===== src/rtl/ex_mem_stage_reg.sv =====
// EX/MEM pipeline register with valid/ready handshake and 2-entry skid buffer.
// Holds branch target, ALU result, store data and control for the MEM stage.
module ex_mem_stage_reg #(
   parameter int DATA_W = 32,
   parameter int REG_W  = 5,
   parameter int WB_W   = 2,
   parameter int M_W    = 3,
   parameter int CNT_W  = 16
) (
   input  logic              clk,
   input  logic              rst,
   input  logic              in_valid,
   output logic              in_ready,
   input  logic              flush,
   input  logic [DATA_W-1:0] adder_in,
   input  logic [DATA_W-1:0] alu_in,
   input  logic              zf_in,
   input  logic [DATA_W-1:0] rd2_in,
   input  logic [WB_W-1:0]   wb_in,
   input  logic [M_W-1:0]    m_in,
   input  logic [REG_W-1:0]  dst_in,
   output logic              out_valid,
   input  logic              out_ready,
   output logic [DATA_W-1:0] adder_out,
   output logic [DATA_W-1:0] alu_out,
   output logic [DATA_W-1:0] rd2_out,
   output logic              zf_out,
   output logic [WB_W-1:0]   wb_out,
   output logic [M_W-1:0]    m_out,
   output logic [REG_W-1:0]  dst_out,
   output logic [CNT_W-1:0]  stall_cnt,
   output logic [CNT_W-1:0]  bubble_cnt
);

   typedef struct packed {
      logic [DATA_W-1:0] adder;
      logic [DATA_W-1:0] alu;
      logic [DATA_W-1:0] rd2;
      logic              zf;
      logic [WB_W-1:0]   wb;
      logic [M_W-1:0]    m;
      logic [REG_W-1:0]  dst;
   } ent_t;

   typedef enum logic [1:0] {
      EMPTY = 2'd0,
      FULL  = 2'd1,
      SKID  = 2'd2
   } state_t;

   state_t           state_q;
   ent_t             main_q;
   ent_t             skid_q;
   ent_t             in_ent;
   logic             in_ready_q;
   logic             out_valid_q;
   logic [CNT_W-1:0] stall_q, stall_d;
   logic [CNT_W-1:0] bubble_q, bubble_d;
   logic             accept;
   logic             drain;

   assign accept = in_valid & in_ready_q;
   assign drain  = out_valid_q & out_ready;

   // Bundle the EX-side fields into one entry.
   always_comb begin
      in_ent       = '0;
      in_ent.adder = adder_in;
      in_ent.alu   = alu_in;
      in_ent.rd2   = rd2_in;
      in_ent.zf    = zf_in;
      in_ent.wb    = wb_in;
      in_ent.m     = m_in;
      in_ent.dst   = dst_in;
   end

   // Entry FSM: main/skid storage, registered in_ready and out_valid.
   always_ff @(posedge clk or posedge rst) begin
      if (rst) begin
         state_q     <= EMPTY;
         main_q      <= '0;
         skid_q      <= '0;
         in_ready_q  <= 1'b1;
         out_valid_q <= 1'b0;
      end else if (flush) begin
         state_q     <= EMPTY;
         in_ready_q  <= 1'b1;
         out_valid_q <= 1'b0;
      end else begin
         unique case (state_q)
            EMPTY: begin
               if (accept) begin
                  main_q      <= in_ent;
                  state_q     <= FULL;
                  out_valid_q <= 1'b1;
               end
            end
            FULL: begin
               if (accept && drain) begin
                  main_q <= in_ent;
               end else if (accept) begin
                  skid_q     <= in_ent;
                  state_q    <= SKID;
                  in_ready_q <= 1'b0;
               end else if (drain) begin
                  state_q     <= EMPTY;
                  out_valid_q <= 1'b0;
               end
            end
            SKID: begin
               if (drain) begin
                  main_q     <= skid_q;
                  state_q    <= FULL;
                  in_ready_q <= 1'b1;
               end
            end
            default: begin
               state_q     <= EMPTY;
               in_ready_q  <= 1'b1;
               out_valid_q <= 1'b0;
            end
         endcase
      end
   end

   // Saturating next values of the stall and bubble counters.
   always_comb begin
      stall_d  = stall_q;
      bubble_d = bubble_q;
      if (out_valid_q && !out_ready && stall_q != '1)
         stall_d = stall_q + CNT_W'(1);
      if (!out_valid_q && bubble_q != '1)
         bubble_d = bubble_q + CNT_W'(1);
   end

   // Performance counters, cleared only by reset.
   always_ff @(posedge clk or posedge rst) begin
      if (rst) begin
         stall_q  <= '0;
         bubble_q <= '0;
      end else begin
         stall_q  <= stall_d;
         bubble_q <= bubble_d;
      end
   end

   assign in_ready   = in_ready_q;
   assign out_valid  = out_valid_q;
   assign adder_out  = main_q.adder;
   assign alu_out    = main_q.alu;
   assign rd2_out    = main_q.rd2;
   assign zf_out     = main_q.zf;
   assign dst_out    = main_q.dst;
   assign wb_out     = out_valid_q ? main_q.wb : '0;
   assign m_out      = out_valid_q ? main_q.m : '0;
   assign stall_cnt  = stall_q;
   assign bubble_cnt = bubble_q;

endmodule


===== config.mk =====
export PLATFORM = sky130hd
export DESIGN_NAME = ex_mem_stage_reg
export DESIGN_NICKNAME = d
export VERILOG_FILES = /design/src/rtl/ex_mem_stage_reg.sv
export SDC_FILE = /design/constraint.sdc
export NUM_CORES = 1
export LEC_CHECK = 0
export CAP_MARGIN = 20
export CORE_UTILIZATION = 60
export CTS_BUF_LIST = sky130_fd_sc_hd__clkbuf_16
export CTS_CLUSTER_DIAMETER = 50
export DETAILED_ROUTE_END_ITERATION = 10
export DONT_BUFFER_PORTS = 1
export PLACE_DENSITY = 0.85
export REMOVE_ABC_BUFFERS = 1
export SKIP_CTS_REPAIR_TIMING = 1
export SLEW_MARGIN = 20
export SYNTH_ARGS = -nofsm -noshare
export SYNTH_HDL_FRONTEND = slang
export SYNTH_SLANG_ARGS = --single-unit

===== constraint.sdc =====
create_clock -name clk -period 25.3 [get_ports clk]
set_input_delay 3.795 -clock clk [delete_from_list [all_inputs] [get_ports clk]]
set_output_delay 3.795 -clock clk [all_outputs]
set_load 0.005 [all_outputs]

==> summary.md <==
| Metric | Value |
|---|---|
| WS Path Type | in -> reg |
| Worst Hold Class | reg -> reg |
| CP bufs+invs | 2 |
| Fill cell count | 1509 |
| CTS sink count | 250 |
| Flops & latches, synth | 250 |
| Post-DRT Antenna Nets | 0 |
| Tcrit/Tclk final | 0.219 |
| Finished Cell Area | 12000 um^2 |
| 1st-pass router iterations | 4 |
| Clock Path Buffers | 3 |
| Vias per Instance | 5.59 |
| R2R Setup Slk | 22.44 ns |
| GRT Residual Overflow | 0 |
| Total GRT Usage | 0.227 |
| R2R cell count | 5 |
| Top cells by area, synth | dfrtp_1 (53%), mux2_2 (18%), nand2_1 (11%) |
| Largest stage delay, worst path | 0.74 ns |
| Number of global-route vias before repair | 7291 |
| Slew at the pin closest to its max-slew limit | 0.941 ns |
| Crit-path leading delay family | buffers and inverters |
| Setup crit end | skid_q[92] |
| Setup WS post-layout | 19.76 ns |
| Max-cap violations | 0 |
| Leakage Power | 5.62 nW |
| Area of the die | 20300 um^2 |
| Layout cell share with drive strength beyond 1 | 0.238 |
| Part of the power in the clock network | 0.268 |
| Leading area contributor after synthesis | dfrtp_1 |
| Cell area after synthesis | 11900 um^2 |
| Sequential Area | 6260 um^2 |
| Area of placed instances | 11200 um^2 |
| RR Startpoint | out_valid |
| I/O pin count | 253 |
| Initial Util | 0.612 |
| Fmax | 181 MHz |
| Clock latency on the worst-skew pair | 0.53 ns |
| Final setup fails | 0 |
| # diodes | 0 |
| RSZ-0062 raised after global routing | false |
| Largest net degree at the start of global routing | 111 |
| Post-synthesis sequential area ratio | 0.527 |
| Layout area overhead | 1.22% |
| CTS H-tree lvls | 1 |
| Worst path arrival time | 5.94 ns |
| Via count | 6994 |
| Worst slack, placed | 19.16 ns |
| Seq pwr share | 0.547 |
| Required @ worst endpoint | 25.70 ns |
| First-pass GRT wire length | 36800 um |
| Die Height | 143 um |
| Most used cell along the critical path | buf_4 |
| Critical-path cell list | and3b_1, nand3b_1, buf_4, buf_4, mux2_2 |
| Overall Power | 1.29 mW |
| Fin Setup TNS | 0 ns |
| Post-synth EDFFs | 0 |
| Initial DRC count | 340 |
| Share of power burned in combinational logic | 0.185 |
| CTS Buf Count | 27 |
| Drc violations | 0 |
| CP endpoint kind | register |
| Max Slew Vio Count | 0 |
| Post-synth top cells | nand2_1 (336), dfrtp_1 (249), mux2_2 (187) |
| Most used flip-flop cell after synthesis | dfrtp_1 |
| Area of the multi-input gates | 4570 um^2 |
| Fin. Hold Viols | 0 |
| IO Port Bufs | 0 |
| Ys Warns | 0 |
| Row count | 51 |
| Drt total wl | 23200 um |
| CTS Root Cell | clkbuf_16 |
| CTS tree | yes |
| Clk_skew | 0.0136 ns |
| Placed insts | 1206 |
| Worst-path clk slew | 0.06 ns |
| Final HPWL DP | 14500 um |
| Netlist cell types | 41 |
| Crit. path cell count | 5 |
| Slowest cell on the critical path | buf_4 |
| Minimum clock period | 5.54 ns |
| Final Wtd Congestion | 0.801 |
| Worst slew margin | 0.373 |
| Crit-path max FO | 59 |
| Yosys top cell area share | 0.525 |
| Most common cell in the synthesized netlist | nand2_1 |
| Sw frac | 0.291 |
| Post-route insts no fill | 1251 |
| Max IR drop VDD | 0.0000769 V |
| Run status | complete, no violations |
| Pwr/cell area | 107 nW/um^2 |
| Mapped Cells | 1082 |
| Worst Setup SP | in_valid |
| Syn avg cell area | 11.0 um^2 |
| Core Area | 19400 um^2 |
| Synth async-reset ratio | 1.00 |
| Die W | 143 um |
| Avg WL per Cell | 18.5 um |
| Sw Pwr | 374 uW |
| Initial antenna violation count | 0 |
| Internal Power | 911 uW |
| # nets final | 1084 |
| Worst r2r dst | skid_q[92] |
| Critical path launch point type | input pin |
-- layout make-up --
cell class | count | share of cell area
clock buffers | 27 | 0.0563
well taps | 265 | 0.0276
clock inverters | 18 | 0.00708
repair buffers | 9 | 0.00563
flip-flops and latches | 250 | 0.521
inverters | 5 | 0.00219
multi-input cells | 677 | 0.380
-- cells in the final DEF, fill, tap and decap left out, drive strengths merged, types with 2 or more instances in the layout --
cell type  count
and4           4
nand3b         2
o21bai         3
dfrtp        249
o22ai          2
nand4         12
nor2b          2
xor2          11
nor3b          3
nor4           2
nand3         12
buf            9
a21oi          8
clkinv         8
mux2i          3
clkbuf        27
xnor2         12
a21boi         3
a31oi          2
nand2        336
nand2b         3
and2           7
and3           2
mux2         217
inv           14
nor3           9
nor2          13
ha             2
-- how the worst min path moves through the flow --
stage | start | endpoint | cells past startpoint
final | main_q[6] | main_q[6] | 1
after CTS | main_q[6] | main_q[6] | 1
after floorplan | main_q[5] | main_q[5] | 1
after detailed placement | main_q[6] | main_q[6] | 1
after global routing | skid_q[94] | skid_q[94] | 1
after global placement | main_q[6] | main_q[6] | 1
-- power groups by stage --
stage	clock [mW]	combinational [mW]	sequential, mW
final	0.344	0.238	0.703
after global routing	0.368	0.263	0.724
after CTS	0.352	0.241	0.704
after detailed placement	0	0.240	0.707
after global placement	0	0.226	0.700
after floorplan	0	0.211	0.664
-- per-layer routing --
metal / GRT usage / vias to the layer above / share of wire
li1: - / 3247 / -
met1: 0.269 / 3457 / 0.39
met2: 0.381 / 240 / 0.47
met3: 0.0858 / 50 / 0.11
met4: 0.0719 / 0 / 0.030
met5: 0 / - / 0
-- sequential cells by signal, summed over array words and instances, names as in the netlist --
name        cells
skid_q        107
out_valid       1
bubble_cnt     16
alu_out        32
state_q         2
zf_out          1
adder_out      32
rd2_out        32
dst_out         5
stall_cnt      16
main_q          5
in_ready        1
-- per-stage QoR --
stage,utilization,hold WS (ns)
after global routing,0.619,0.514
final,0.619,0.491
after CTS,0.619,0.503
after floorplan,-,0.449
after detailed placement,0.580,0.490
after global placement,0.580,0.463
-- cell families (layout without fill, tap and decap cells) --
| group | count (synthesis) | in the layout | synth area share |
|---|---|---|---|
| mux | 220 | 220 | 0.209 |
| xor+xnor | 23 | 23 | 0.0170 |
| buf+inv | 155 | 59 | 0.0890 |
| compound gates | 19 | 19 | 0.0112 |
| fa+ha+maj | 2 | 2 | 0.00211 |
| flops | 250 | 250 | 0.527 |
| simple gates | 413 | 413 | 0.145 |
(Power assumes the default switching activity.)
